$ cat config.mk
export PLATFORM = sky130hd
export DESIGN_NAME = fifo_uart_tx_flat
export DESIGN_NICKNAME = d
export VERILOG_FILES = /design/src/rtl/fifo_uart_tx_if.sv /design/src/rtl/fifo_uart_tx.sv /design/src/flat_wrapper.sv
export SDC_FILE = /design/constraint.sdc
export NUM_CORES = 1
export LEC_CHECK = 0
export ABC_AREA = 0
export CORE_MARGIN = 8
export CORE_UTILIZATION = 54
export CTS_CLUSTER_DIAMETER = 200
export DETAILED_ROUTE_END_ITERATION = 8
export HOLD_SLACK_MARGIN = 0.03
export PLACE_DENSITY = 0.75
export SYNTH_ARGS = -nofsm -noshare
export SYNTH_HDL_FRONTEND = slang
export SYNTH_SLANG_ARGS = --single-unit
$ cat constraint.sdc
create_clock -name clk -period 2.44 [get_ports clk]
set_input_delay 0.366 -clock clk [delete_from_list [all_inputs] [get_ports clk]]
set_output_delay 0.366 -clock clk [all_outputs]
set_load 0.1 [all_outputs]
$ cat src/rtl/fifo_uart_tx_if.sv
// FIFO read-port bundle between a FIFO and its reader.
// The FIFO side (master) supplies registered data and the empty flag.
// The reader side (slave) returns the one-cycle pop strobe.
interface fifo_uart_tx_if #(
  parameter int DATA_WIDTH = 8
);
  logic [DATA_WIDTH-1:0] fifo_data_in;
  logic                  fifo_empty_in;
  logic                  fifo_read_en_out;

  modport master (
    output fifo_data_in,
    output fifo_empty_in,
    input  fifo_read_en_out
  );

  modport slave (
    input  fifo_data_in,
    input  fifo_empty_in,
    output fifo_read_en_out
  );
endinterface

$ cat src/rtl/fifo_uart_tx.sv
// FIFO-fed UART transmitter.
// Pops one word per frame from an upstream FIFO and sends it as
// start bit, DATA_WIDTH data bits LSB first, then STOP_BITS stop bits.
// Sequence per frame: IDLE -> POP (strobe) -> LATCH (capture data)
// -> START -> DATA -> STOP -> IDLE. The line output is registered so the
// serial pin never glitches; it goes low on the cycle after LATCH.
module fifo_uart_tx #(
  parameter int DATA_WIDTH   = 8,
  parameter int CLKS_PER_BIT = 16,
  parameter int STOP_BITS    = 1
) (
  input  logic            clk,
  input  logic            rst_n,
  input  logic            enable_in,
  fifo_uart_tx_if.slave   fifo,
  output logic            tx_out,
  output logic            busy_out,
  output logic            done_out
);

  localparam int BAUD_W = (CLKS_PER_BIT > 1) ? $clog2(CLKS_PER_BIT) : 1;
  localparam int BIT_W  = (DATA_WIDTH > 0) ? $clog2(DATA_WIDTH + 1) : 1;

  localparam logic [BAUD_W-1:0] BAUD_LAST = BAUD_W'(CLKS_PER_BIT - 1);
  localparam logic [BAUD_W-1:0] BAUD_PRE  = BAUD_W'(CLKS_PER_BIT - 2);
  localparam logic [BIT_W-1:0]  DATA_LAST = BIT_W'(DATA_WIDTH - 1);
  localparam logic [BIT_W-1:0]  STOP_LAST = BIT_W'(STOP_BITS - 1);

  localparam logic [2:0] S_IDLE  = 3'd0;
  localparam logic [2:0] S_POP   = 3'd1;
  localparam logic [2:0] S_LATCH = 3'd2;
  localparam logic [2:0] S_START = 3'd3;
  localparam logic [2:0] S_DATA  = 3'd4;
  localparam logic [2:0] S_STOP  = 3'd5;

  logic [2:0]            r_state;
  logic [BAUD_W-1:0]     r_baud;
  logic [BIT_W-1:0]      r_bit;
  logic [DATA_WIDTH-1:0] r_shift;
  logic                  r_tx;
  logic                  r_rd_en;
  logic                  r_done;
  logic [DATA_WIDTH-1:0] w_shift_nxt;
  logic                  w_baud_last;

  assign w_shift_nxt = r_shift >> 1;
  assign w_baud_last = (r_baud == BAUD_LAST);

  assign fifo.fifo_read_en_out = r_rd_en;
  assign tx_out                = r_tx;
  assign busy_out              = (r_state != S_IDLE);
  assign done_out              = r_done;

  // Frame sequencer: state, baud/bit counters, shift register and registered outputs.
  // The bit counter indexes data bits in DATA and stop bits in STOP.
  always_ff @(posedge clk or negedge rst_n) begin
    if (!rst_n) begin
      r_state <= S_IDLE;
      r_baud  <= '0;
      r_bit   <= '0;
      r_shift <= '0;
      r_tx    <= 1'b1;
      r_rd_en <= 1'b0;
      r_done  <= 1'b0;
    end else begin
      r_rd_en <= 1'b0;
      r_done  <= 1'b0;
      case (r_state)
        S_IDLE: begin
          r_tx <= 1'b1;
          if (enable_in && !fifo.fifo_empty_in) begin
            r_state <= S_POP;
            r_rd_en <= 1'b1;
          end
        end
        S_POP: begin
          // FIFO presents the popped word after this edge.
          r_state <= S_LATCH;
        end
        S_LATCH: begin
          r_shift <= fifo.fifo_data_in;
          r_baud  <= '0;
          r_tx    <= 1'b0;
          r_state <= S_START;
        end
        S_START: begin
          if (w_baud_last) begin
            r_baud  <= '0;
            r_bit   <= '0;
            r_tx    <= r_shift[0];
            r_state <= S_DATA;
          end else begin
            r_baud <= r_baud + 1'b1;
          end
        end
        S_DATA: begin
          if (w_baud_last) begin
            r_baud  <= '0;
            r_shift <= w_shift_nxt;
            if (r_bit == DATA_LAST) begin
              r_bit   <= '0;
              r_tx    <= 1'b1;
              r_state <= S_STOP;
            end else begin
              r_bit <= r_bit + 1'b1;
              r_tx  <= w_shift_nxt[0];
            end
          end else begin
            r_baud <= r_baud + 1'b1;
          end
        end
        S_STOP: begin
          // Raise done for exactly the final cycle of the last stop bit.
          r_done <= (r_baud == BAUD_PRE) && (r_bit == STOP_LAST);
          if (w_baud_last) begin
            r_baud <= '0;
            if (r_bit == STOP_LAST) begin
              r_bit   <= '0;
              r_state <= S_IDLE;
            end else begin
              r_bit <= r_bit + 1'b1;
            end
          end else begin
            r_baud <= r_baud + 1'b1;
          end
        end
        default: begin
          r_state <= S_IDLE;
          r_tx    <= 1'b1;
        end
      endcase
    end
  end

endmodule

$ cat src/flat_wrapper.sv
// flat-port wrapper written by rule: the top's interface ports become plain ports
module fifo_uart_tx_flat 
#(
  parameter int DATA_WIDTH   = 8,
  parameter int CLKS_PER_BIT = 16,
  parameter int STOP_BITS    = 1
)
  (clk, rst_n, enable_in, tx_out, busy_out, done_out, fifo_fifo_data_in, fifo_fifo_empty_in, fifo_fifo_read_en_out);
  fifo_uart_tx_if #(.DATA_WIDTH(DATA_WIDTH)) fifo_i ();
  input  logic clk;
  input  logic rst_n;
  input  logic enable_in;
  output logic tx_out;
  output logic busy_out;
  output logic done_out;
  input wire logic [$bits(fifo_i.fifo_data_in)-1:0] fifo_fifo_data_in;
  input wire logic [$bits(fifo_i.fifo_empty_in)-1:0] fifo_fifo_empty_in;
  output wire logic [$bits(fifo_i.fifo_read_en_out)-1:0] fifo_fifo_read_en_out;
  assign fifo_i.fifo_data_in = fifo_fifo_data_in;
  assign fifo_i.fifo_empty_in = fifo_fifo_empty_in;
  assign fifo_fifo_read_en_out = fifo_i.fifo_read_en_out;
  fifo_uart_tx #(.DATA_WIDTH(DATA_WIDTH), .CLKS_PER_BIT(CLKS_PER_BIT), .STOP_BITS(STOP_BITS)) u_core (.clk(clk), .rst_n(rst_n), .enable_in(enable_in), .fifo(fifo_i), .tx_out(tx_out), .busy_out(busy_out), .done_out(done_out));
endmodule
==> results of run 1 <==
[layer usage]
| metal | track usage (%) | up-vias | routed length, um |
|---|---|---|---|
| li1 | - | 499 | - |
| met1 | 16.4 | 495 | 1190 |
| met2 | 24.1 | 26 | 1410 |
| met3 | 2.58 | 5 | 98 |
| met4 | 4.90 | 0 | 42 |
| met5 | 0 | - | 0 |
[cell usage in the layout (no fill, tap or decap), types with 4 or more instances in the layout]
master | synthesis | final
o21ai_0 | 9 | 9
dfrtp_1 | 21 | 21
nand2_1 | 12 | 12
nor2_1 | 10 | 10
nand3_1 | 5 | 5
a21oi_1 | 8 | 8
buf_4 | 2 | 7
ha_1 | 4 | 4
mux2_4 | 7 | 7
clkdlybuf4s50_1 | 0 | 11
inv_1 | 6 | 6
mux2_2 | 7 | 7
[stage by stage]
stage | total power [W] | area (sq um) | std cells
floorplan | 0.000399 | 1300 | 130
global placement | 0.000429 | 1450 | 169
detailed placement | 0.000430 | 1450 | 169
CTS | 0.000631 | 1490 | 173
global route | 0.000644 | 1490 | 173
finish | 0.000623 | 1490 | 173
[power groups by stage]
| stage | clock network (W) | registers (W) | logic, W |
|---|---|---|---|
| 2_1_floorplan | 0 | 0.000387 | 0.0000122 |
| 3_3_place_gp | 0 | 0.000381 | 0.0000471 |
| 3_5_place_dp | 0 | 0.000382 | 0.0000483 |
| 4_1_cts | 0.000207 | 0.000375 | 0.0000485 |
| 5_1_grt | 0.000217 | 0.000376 | 0.0000516 |
| 6_report | 0.000200 | 0.000375 | 0.0000473 |
[logic make-up after synthesis]
kind of cell,synth area share [%]
simple gates,17.8
compound gates,15.6
flops,42.6
mux,15.0
buf+inv,5.21
fa+ha+maj,3.86
[worst reg2reg max path, cell delays in order (launching register included)]
cell	delay (ns)
dfrtp_1	0.56
nor2_1	0.24
and2_1	0.44
mux2_4	0.34
mux2_2	0.26
[final timing paths]
path                                                      end  slack [ns]                           from  depth (start not counted)
worst max-delay path                                 busy_out        0.46  u_core.r_state[2]$_DFFE_PN0P_                          2
worst min-delay path              u_core.r_bit[1]$_DFFE_PN0P_        0.41                          rst_n                          1
worst min register to register  u_core.r_shift[0]$_DFFE_PN0P_        0.53  u_core.r_shift[0]$_DFFE_PN0P_                          1
min in group clk                u_core.r_shift[0]$_DFFE_PN0P_        0.53  u_core.r_shift[0]$_DFFE_PN0P_                          1
worst max register to register  u_core.r_shift[6]$_DFFE_PN0P_        0.49  u_core.r_state[0]$_DFFE_PN0P_                          4
max in group asynchronous           u_core.done_out$_DFF_PN0_        1.46                          rst_n                          2
[flip-flops by register name (all words and copies together) (netlist names)]
| signal | cells |
|---|---|
| u_core.fifo.fifo_read_en_out | 1 |
| u_core.r_bit | 4 |
| u_core.tx_out | 1 |
| u_core.r_state | 3 |
| u_core.r_shift | 8 |
| u_core.r_baud | 4 |
| u_core.done_out | 1 |
[cell type report]
class                           count  area [sq um]  area share [%]
Inverter                            6          22.5            1.52
Multi-Input combinational cell     95           677            45.6
Sequential cell                    22           552            37.2
Clock buffer                        4          36.3            2.44
Timing Repair Buffer               18           163            11.0
Tap cell                           28          35.0            2.36
==> flow_summary.toml, run 1 <==
[worst_setup_path]
critPathRequiredTime_ns = 2.07
timing.critical_path.max_delay_family = "flip-flops"
timing.critical_path.from_type = "flop"
critical_path.max_fanout = 16
cp_num_buf_inv = 1
cp_slowest_cell = "dfrtp_1"
setup.worst_path.end_class = "output pin"
critical-path-max-stage-delay_ns = 0.57
cp_data_arrival_time_ns = 1.62
critPathKind = "reg2out"
cp_cell_sequence = "or3_1, buf_4"

[layout]
final_cell_utilization_of_the_core_pct = 66.5
layout.filler_cells = 191
finish.net_count = 162
area_growth_syn_to_layout_pct = 14.6
antenna_cells = 0
layout-drive-gt1-share_pct = 19.3

[cts]
clock_tree.htree_level_count = 1
clock_tree_from_tritoncts = "yes"
cts.reportedPaths.clkPinSlew_ns = 0.12
cts-buffers-inserted = 3
cts_buffer_depth = 2
clock-root-buffer = "clkbuf_4"
post-cts-setup-buffer-count = 0
cts.hold.buffers_added = 0
ctsResizeCount = 0
clock_latency_ns = 0.31
sinks_on_the_clock_net = 22

[timing]
final_period_minus_worst_setup_slack_ns = 1.98
timing.hold.ws_ns = 0.408
transition_time_at_the_pin_with_the_least_slew_margin_ns = 0.572
fin_worst_skew_ns = 0.00222
slew_headroom_pct = 61.7
report.final.setup_viol = 0
clock.fmax_ghz = 0.505
final_min_period_over_clock_period_pct = 81.2
setup_tns_ns = 0
final-max-slew-violation-count = 0
grt_setup_unrepaired = "no"
hold_viol_final = 0
post-route-worst-setup-slack_ns = 0.459

[grt]
track_usage_pct = 13.8
grt_pass1_wl_mm = 4.74
grt_start_max_net_pins = 17
grt_pass1_vias = 1006
number_of_antenna_violations_at_the_first_check_in_global_routing = 0
globalRouteOverflowTotal = 0

[routing]
drt_wl_total_mm = 2.74
drtPass1Iterations = 4
detail_route.iter0.violations = 46
route.detailed.drc = 0
routedWlPerCell_um = 15.8
routed-via-count = 1025
vias_per_cell = 5.92
detail-route-antenna-nets = 0

[logic_synthesis]
yosys-top-cells-area = "dfrtp_1 41%, mux2_4 8.1%, mux2_2 6.1%, ha_1 3.9%, o21ai_0 3.5%"
synth_area_per_cell_sq_um = 9.97
synthDominantCellAreaShare_pct = 40.5
synth_cells = 130
yosys_warnings = 0
ys_seq_elements = 22
async_flop_share_pct = 100
synthDominantAreaCellType = "dfrtp_1"
netlist_top_cells_count = "21 x dfrtp_1, 12 x nand2_1, 10 x nor2_1"
syn-cell-area_sq_mm = 0.00130
postSynthNetCount = 146
synth_edf_count = 0
synth.distinct_cells = 37
synth_ff_type = "dfrtp_1"
synthMostInstantiatedCell = "dfrtp_1"
ys_seq_area_share_pct = 42.6

[pwr]
power.share.combinational_pct = 7.6
switching_share_pct = 21.4
power.share.clock_pct = 32.2
cell_internal_pwr_w = 0.000490
p_switching_w = 0.000133
power.leakage_nw = 0.674
power_frac_seq_pct = 60.2
powerDensity_mw_per_mm2 = 419
ir_drop_uv = 343

[die]
design.die.area_sq_mm = 0.00422
boundaryPins = 16
floorplan.initialDensity_pct = 58.0
placeableCoreArea_sq_mm = 0.00223
placement_rows = 17
die_w_um = 65.0
die_height_um = 65.0

[status]
outcome = "completed"

[placement]
gp_routability_congestion = 0.816
pre_cts_ws_ns = 0.501
detailedPlacementHpwl_mm = 2.08
placement.io_buffers = 15

[worst_hold_path]
worst_hold_path_type = "in2async"

[job]
max_cap_check_violation_count = 0
Note: power is estimated with default switching activity, not from simulation.
==> inputs of run 2 (changes only) <==
==> constraint.sdc (replaced) <==
create_clock -name clk -period 2 [get_ports clk]
set_input_delay 0.3 -clock clk [delete_from_list [all_inputs] [get_ports clk]]
set_output_delay 0.3 -clock clk [all_outputs]
set_load 0.1 [all_outputs]
==> flow_summary.toml, run 2 (synthesis results as in run 1) <==
[placement]
total_placed_cells_including_tap_cells = 173
placement.io_buffers = 15
gp_routability_congestion = 0.847
detailedPlacementHpwl_mm = 2.17

[cts]
clock_tree.htree_level_count = 1
cts.hold.buffers_added = 0
ctsResizeCount = 0
post-cts-setup-buffer-count = 0
clock-root-buffer = "clkbuf_4"
clock_tree_from_tritoncts = "yes"
sinks_on_the_clock_net = 22
cts_buffer_depth = 2
clock_latency_ns = 0.32
cts.reportedPaths.clkPinSlew_ns = 0.12
cts-buffers-inserted = 3

[layout]
final_common_cell = "dfrtp_1"
layout-drive-gt1-share_pct = 20.8
biggestRegsByFlops = "u_core.r_shift (8), u_core.r_baud (4), u_core.r_bit (4)"
largest_register_ff_count = 8
area_growth_syn_to_layout_pct = 18.1
layoutNonFillerInstCount = 177
finish.net_count = 166
layout.filler_cells = 169
reg_with_most_ffs = "u_core.r_shift"
antenna_cells = 0
layout_common_cells = "21 x dfrtp_1, 12 x nand2_1, 11 x clkdlybuf4s50_1, 10 x nor2_1"

[timing]
final-max-slew-violation-count = 0
final_min_period_over_clock_period_pct = 95.5
report.final.setup_viol = 0
clock.fmax_ghz = 0.523
final_period_minus_worst_setup_slack_ns = 1.91
slew_headroom_pct = 65.0
transition_time_at_the_pin_with_the_least_slew_margin_ns = 0.520
setup_tns_ns = 0
grt_setup_unrepaired = "no"
hold_viol_final = 0
fin_worst_skew_ns = 0.00992

[worst_setup_path]
timing.critical_path.max_delay_family = "flip-flops"
cp_slowest_cell = "dfrtp_1"
r2r_start = "u_core.r_baud[1]$_DFFE_PN0P_"
critPathLaunch = "u_core.r_state[2]$_DFFE_PN0P_"
cp_data_arrival_time_ns = 1.61
timing.critical_path.from_type = "flop"
critPathRequiredTime_ns = 1.70
cp_num_buf_inv = 2
critical_path.max_fanout = 11
critical-path-max-stage-delay_ns = 0.46
critPathKind = "reg2out"
setup.worst_path.end_class = "output pin"
r2r_slack_ns = 0.17
cp_cell_sequence = "buf_4, or3_1, buf_12"

[pwr]
ir_drop_uv = 385
cell_internal_pwr_w = 0.000567
p_switching_w = 0.000164
power_frac_seq_pct = 62.6
power.leakage_nw = 0.698
power.share.combinational_pct = 8.1
switching_share_pct = 22.5
powerDensity_mw_per_mm2 = 478
totalPowerFinal_w = 0.000731
power.share.clock_pct = 29.3

[die]
placement_rows = 17
boundaryPins = 16
placeableCoreArea_sq_mm = 0.00223
die_height_um = 65.0
design.die.area_sq_mm = 0.00422
die_w_um = 65.0
floorplan.initialDensity_pct = 58.0

[grt]
globalRouteOverflowTotal = 0
grt_pass1_wl_mm = 5.02
grt_pass1_vias = 1131
grt_start_max_net_pins = 23
track_usage_pct = 14.6
number_of_antenna_violations_at_the_first_check_in_global_routing = 0

[routing]
drt_wl_total_mm = 2.83
detail-route-antenna-nets = 0
route.detailed.drc = 0
routed-via-count = 1076
routedWlPerCell_um = 16.0
drtPass1Iterations = 4
detail_route.iter0.violations = 54
vias_per_cell = 6.08

[worst_hold_path]
worst_hold_path_type = "in2async"

[job]
max_cap_check_violation_count = 0

[status]
outcome = "completed"
==> run 2: through the flow <==
step / hold slack (ns) / util, % / setup WS [ns] / area, sq um
6_report: 0.306 / 68.5 / 0.0895 / 1530
5_1_grt: 0.339 / 68.5 / 0.0183 / 1530
4_1_cts: 0.318 / 68.5 / 0.0823 / 1530
3_5_place_dp: 0.504 / 67.3 / 0.218 / 1500
3_3_place_gp: 0.491 / 67.3 / 0.287 / 1500
2_1_floorplan: 0.00441 / - / 0.307 / 1300
==> run 2: power groups by stage <==
stage	Sequential (W)	Clock [W]	Combinational [W]
after global placement	0.000466	0	0.0000598
final	0.000457	0.000214	0.0000596
after global routing	0.000458	0.000234	0.0000656
after detailed placement	0.000466	0	0.0000609
after CTS	0.000457	0.000218	0.0000611
after floorplan	0.000472	0	0.0000149
==> run 2: worst paths after layout <==
check,to,cells past startpoint
worst max-delay path,busy_out,3
worst min-delay path,u_core.done_out$_DFF_PN0_,2
worst max register to register,u_core.r_shift[0]$_DFFE_PN0P_,5
worst min register to register,u_core.r_shift[0]$_DFFE_PN0P_,1
max in group asynchronous,u_core.tx_out$_DFFE_PN1P_,2
min in group clk,u_core.r_shift[0]$_DFFE_PN0P_,1
==> run 2: layer usage <==
layer | share of wire [%] | vias up | global-route usage (%)
li1 | - | 505 | -
met1 | 44 | 522 | 17.1
met2 | 49 | 43 | 25.0
met3 | 5.2 | 6 | 2.58
met4 | 1.6 | 0 | 7.08
met5 | 0 | - | 0
==> run 2: final cells by class <==
type,instances,area [sq um],area share [%]
inverter,6,22.5,1.47
tap,28,35.0,2.29
clock buffer,4,26.3,1.72
multi-input combinational,95,677,44.2
timing repair buffer,22,218,14.2
sequential,22,552,36.1
==> inputs of run 3 (changes only) <==
--- a/config.mk
+++ b/config.mk
@@ -12,6 +12,7 @@
 export DETAILED_ROUTE_END_ITERATION = 8
 export HOLD_SLACK_MARGIN = 0.03
 export PLACE_DENSITY = 0.75
+export REMOVE_ABC_BUFFERS = 1
 export SYNTH_ARGS = -nofsm -noshare
 export SYNTH_HDL_FRONTEND = slang
 export SYNTH_SLANG_ARGS = --single-unit
==> flow_summary.toml, run 3 (synthesis results as in run 1) <==
[routing]
detail_route.iter0.violations = 87
drt_wl_total_mm = 2.81
routedWlPerCell_um = 15.9
vias_per_cell = 5.92
route.detailed.drc = 0
detail-route-antenna-nets = 0
drtPass1Iterations = 4
routed-via-count = 1047

[placement]
gp_routability_congestion = 0.877
pre_cts_ws_ns = 0.206
detailedPlacementHpwl_mm = 2.09
placement.io_buffers = 15

[layout]
largest_register_ff_count = 8
layout-drive-gt1-share_pct = 20.8
layout_common_cells = "21 x dfrtp_1, 12 x nand2_1, 11 x clkdlybuf4s50_1, 10 x nor2_1"
final_common_cell = "dfrtp_1"
biggestRegsByFlops = "u_core.r_shift (8), u_core.r_baud (4), u_core.r_bit (4)"
area_growth_syn_to_layout_pct = 18.1
finish.net_count = 166
antenna_cells = 0
layout.filler_cells = 170
reg_with_most_ffs = "u_core.r_shift"

[pwr]
p_switching_w = 0.000156
switching_share_pct = 21.6
cell_internal_pwr_w = 0.000566
powerDensity_mw_per_mm2 = 472
power.leakage_nw = 0.698
power_frac_seq_pct = 63.3
power.share.clock_pct = 28.4
ir_drop_uv = 301
power.share.combinational_pct = 8.3

[grt]
grt_pass1_wl_mm = 4.82
grt_pass1_vias = 1106
grt_start_max_net_pins = 23
number_of_antenna_violations_at_the_first_check_in_global_routing = 0
globalRouteOverflowTotal = 0
track_usage_pct = 14.1

[die]
die_height_um = 65.0
placement_rows = 17
die_w_um = 65.0
placeableCoreArea_sq_mm = 0.00223
design.die.area_sq_mm = 0.00422
boundaryPins = 16
floorplan.initialDensity_pct = 58.0

[cts]
clock_tree.htree_level_count = 1
clock_tree_from_tritoncts = "yes"
clock_latency_ns = 0.30
cts-buffers-inserted = 3
cts_buffer_depth = 2
ctsResizeCount = 0
cts.hold.buffers_added = 0
post-cts-setup-buffer-count = 0
cts.reportedPaths.clkPinSlew_ns = 0.12
sinks_on_the_clock_net = 22
clock-root-buffer = "clkbuf_4"

[worst_setup_path]
r2r_start = "u_core.r_baud[1]$_DFFE_PN0P_"
setup.worst_path.end_class = "output pin"
critPathRequiredTime_ns = 1.70
cp_data_arrival_time_ns = 1.58
r2r_slack_ns = 0.17
timing.critical_path.from_type = "flop"
ff2ff_path_depth = 5
timing.critical_path.max_delay_family = "flip-flops"
critical_path.max_fanout = 12
cp_slowest_cell = "dfrtp_1"
worstSetupPathDepth = 3
cp_num_buf_inv = 2
cp_cell_sequence = "buf_4, or3_1, buf_12"
critPathLaunch = "u_core.r_state[2]$_DFFE_PN0P_"
critical-path-max-stage-delay_ns = 0.44
critPathKind = "reg2out"

[timing]
fin_worst_skew_ns = 0.00910
grt_setup_unrepaired = "no"
slew_headroom_pct = 71.6
setup_tns_ns = 0
final_min_period_over_clock_period_pct = 93.8
post-route-worst-setup-slack_ns = 0.124
clock.fmax_ghz = 0.533
final_period_minus_worst_setup_slack_ns = 1.88
report.final.setup_viol = 0
hold_viol_final = 0
transition_time_at_the_pin_with_the_least_slew_margin_ns = 0.422
final-max-slew-violation-count = 0

[job]
max_cap_check_violation_count = 0

[status]
outcome = "completed"

[worst_hold_path]
worst_hold_path_type = "in2async"
## run 3: cell counts in the layout (fill, tap and decap cells not counted)
No cell type changed its count.
## run 3: worst paths after layout
kind                                            endpoint
setup / recovery                                busy_out
hold / removal             u_core.r_shift[1]$_DFFE_PN0P_
setup reg to reg           u_core.r_shift[0]$_DFFE_PN0P_
hold reg to reg            u_core.r_shift[2]$_DFFE_PN0P_
max in group asynchronous      u_core.tx_out$_DFFE_PN1P_
min in group clk           u_core.r_shift[2]$_DFFE_PN0P_
## run 3: routing by layer
| metal | vias up | GRT usage (%) | part of all wire (%) |
|---|---|---|---|
| li1 | 503 | - | - |
| met1 | 499 | 17.0 | 44 |
| met2 | 41 | 23.7 | 50 |
| met3 | 4 | 3.26 | 4.9 |
| met4 | 0 | 5.72 | 0.82 |
| met5 | - | 0 | 0 |
## run 3: final cells by class
class / instances / area (sq um) / share of cell area, %
Tap cell: 28 / 35.0 / 2.29
Timing Repair Buffer: 22 / 218 / 14.2
Inverter: 6 / 22.5 / 1.47
Multi-Input combinational cell: 95 / 677 / 44.2
Clock buffer: 4 / 26.3 / 1.72
Sequential cell: 22 / 552 / 36.1
## run 3: power by group through the flow
| stage | Sequential [W] | Combinational (W) | Clock (W) |
|---|---|---|---|
| final | 0.000458 | 0.0000597 | 0.000205 |
| after global routing | 0.000459 | 0.0000648 | 0.000225 |
| after CTS | 0.000458 | 0.0000609 | 0.000215 |
| after detailed placement | 0.000466 | 0.0000608 | 0 |
| after global placement | 0.000466 | 0.0000594 | 0 |
| after floorplan | 0.000472 | 0.0000149 | 0 |
## run 3: stage by stage
stage                     hold slack, ns  cell area [sq um]  std cells  total power, W  utilization, %
after CTS                          0.327               1530        177        0.000734            68.5
after floorplan                  0.00441               1250        123        0.000487               -
after global routing               0.339               1530        177        0.000749            68.5
after global placement             0.491               1500        173        0.000525            67.3
final                              0.326               1530        177        0.000723            68.5
after detailed placement           0.507               1500        173        0.000527            67.3
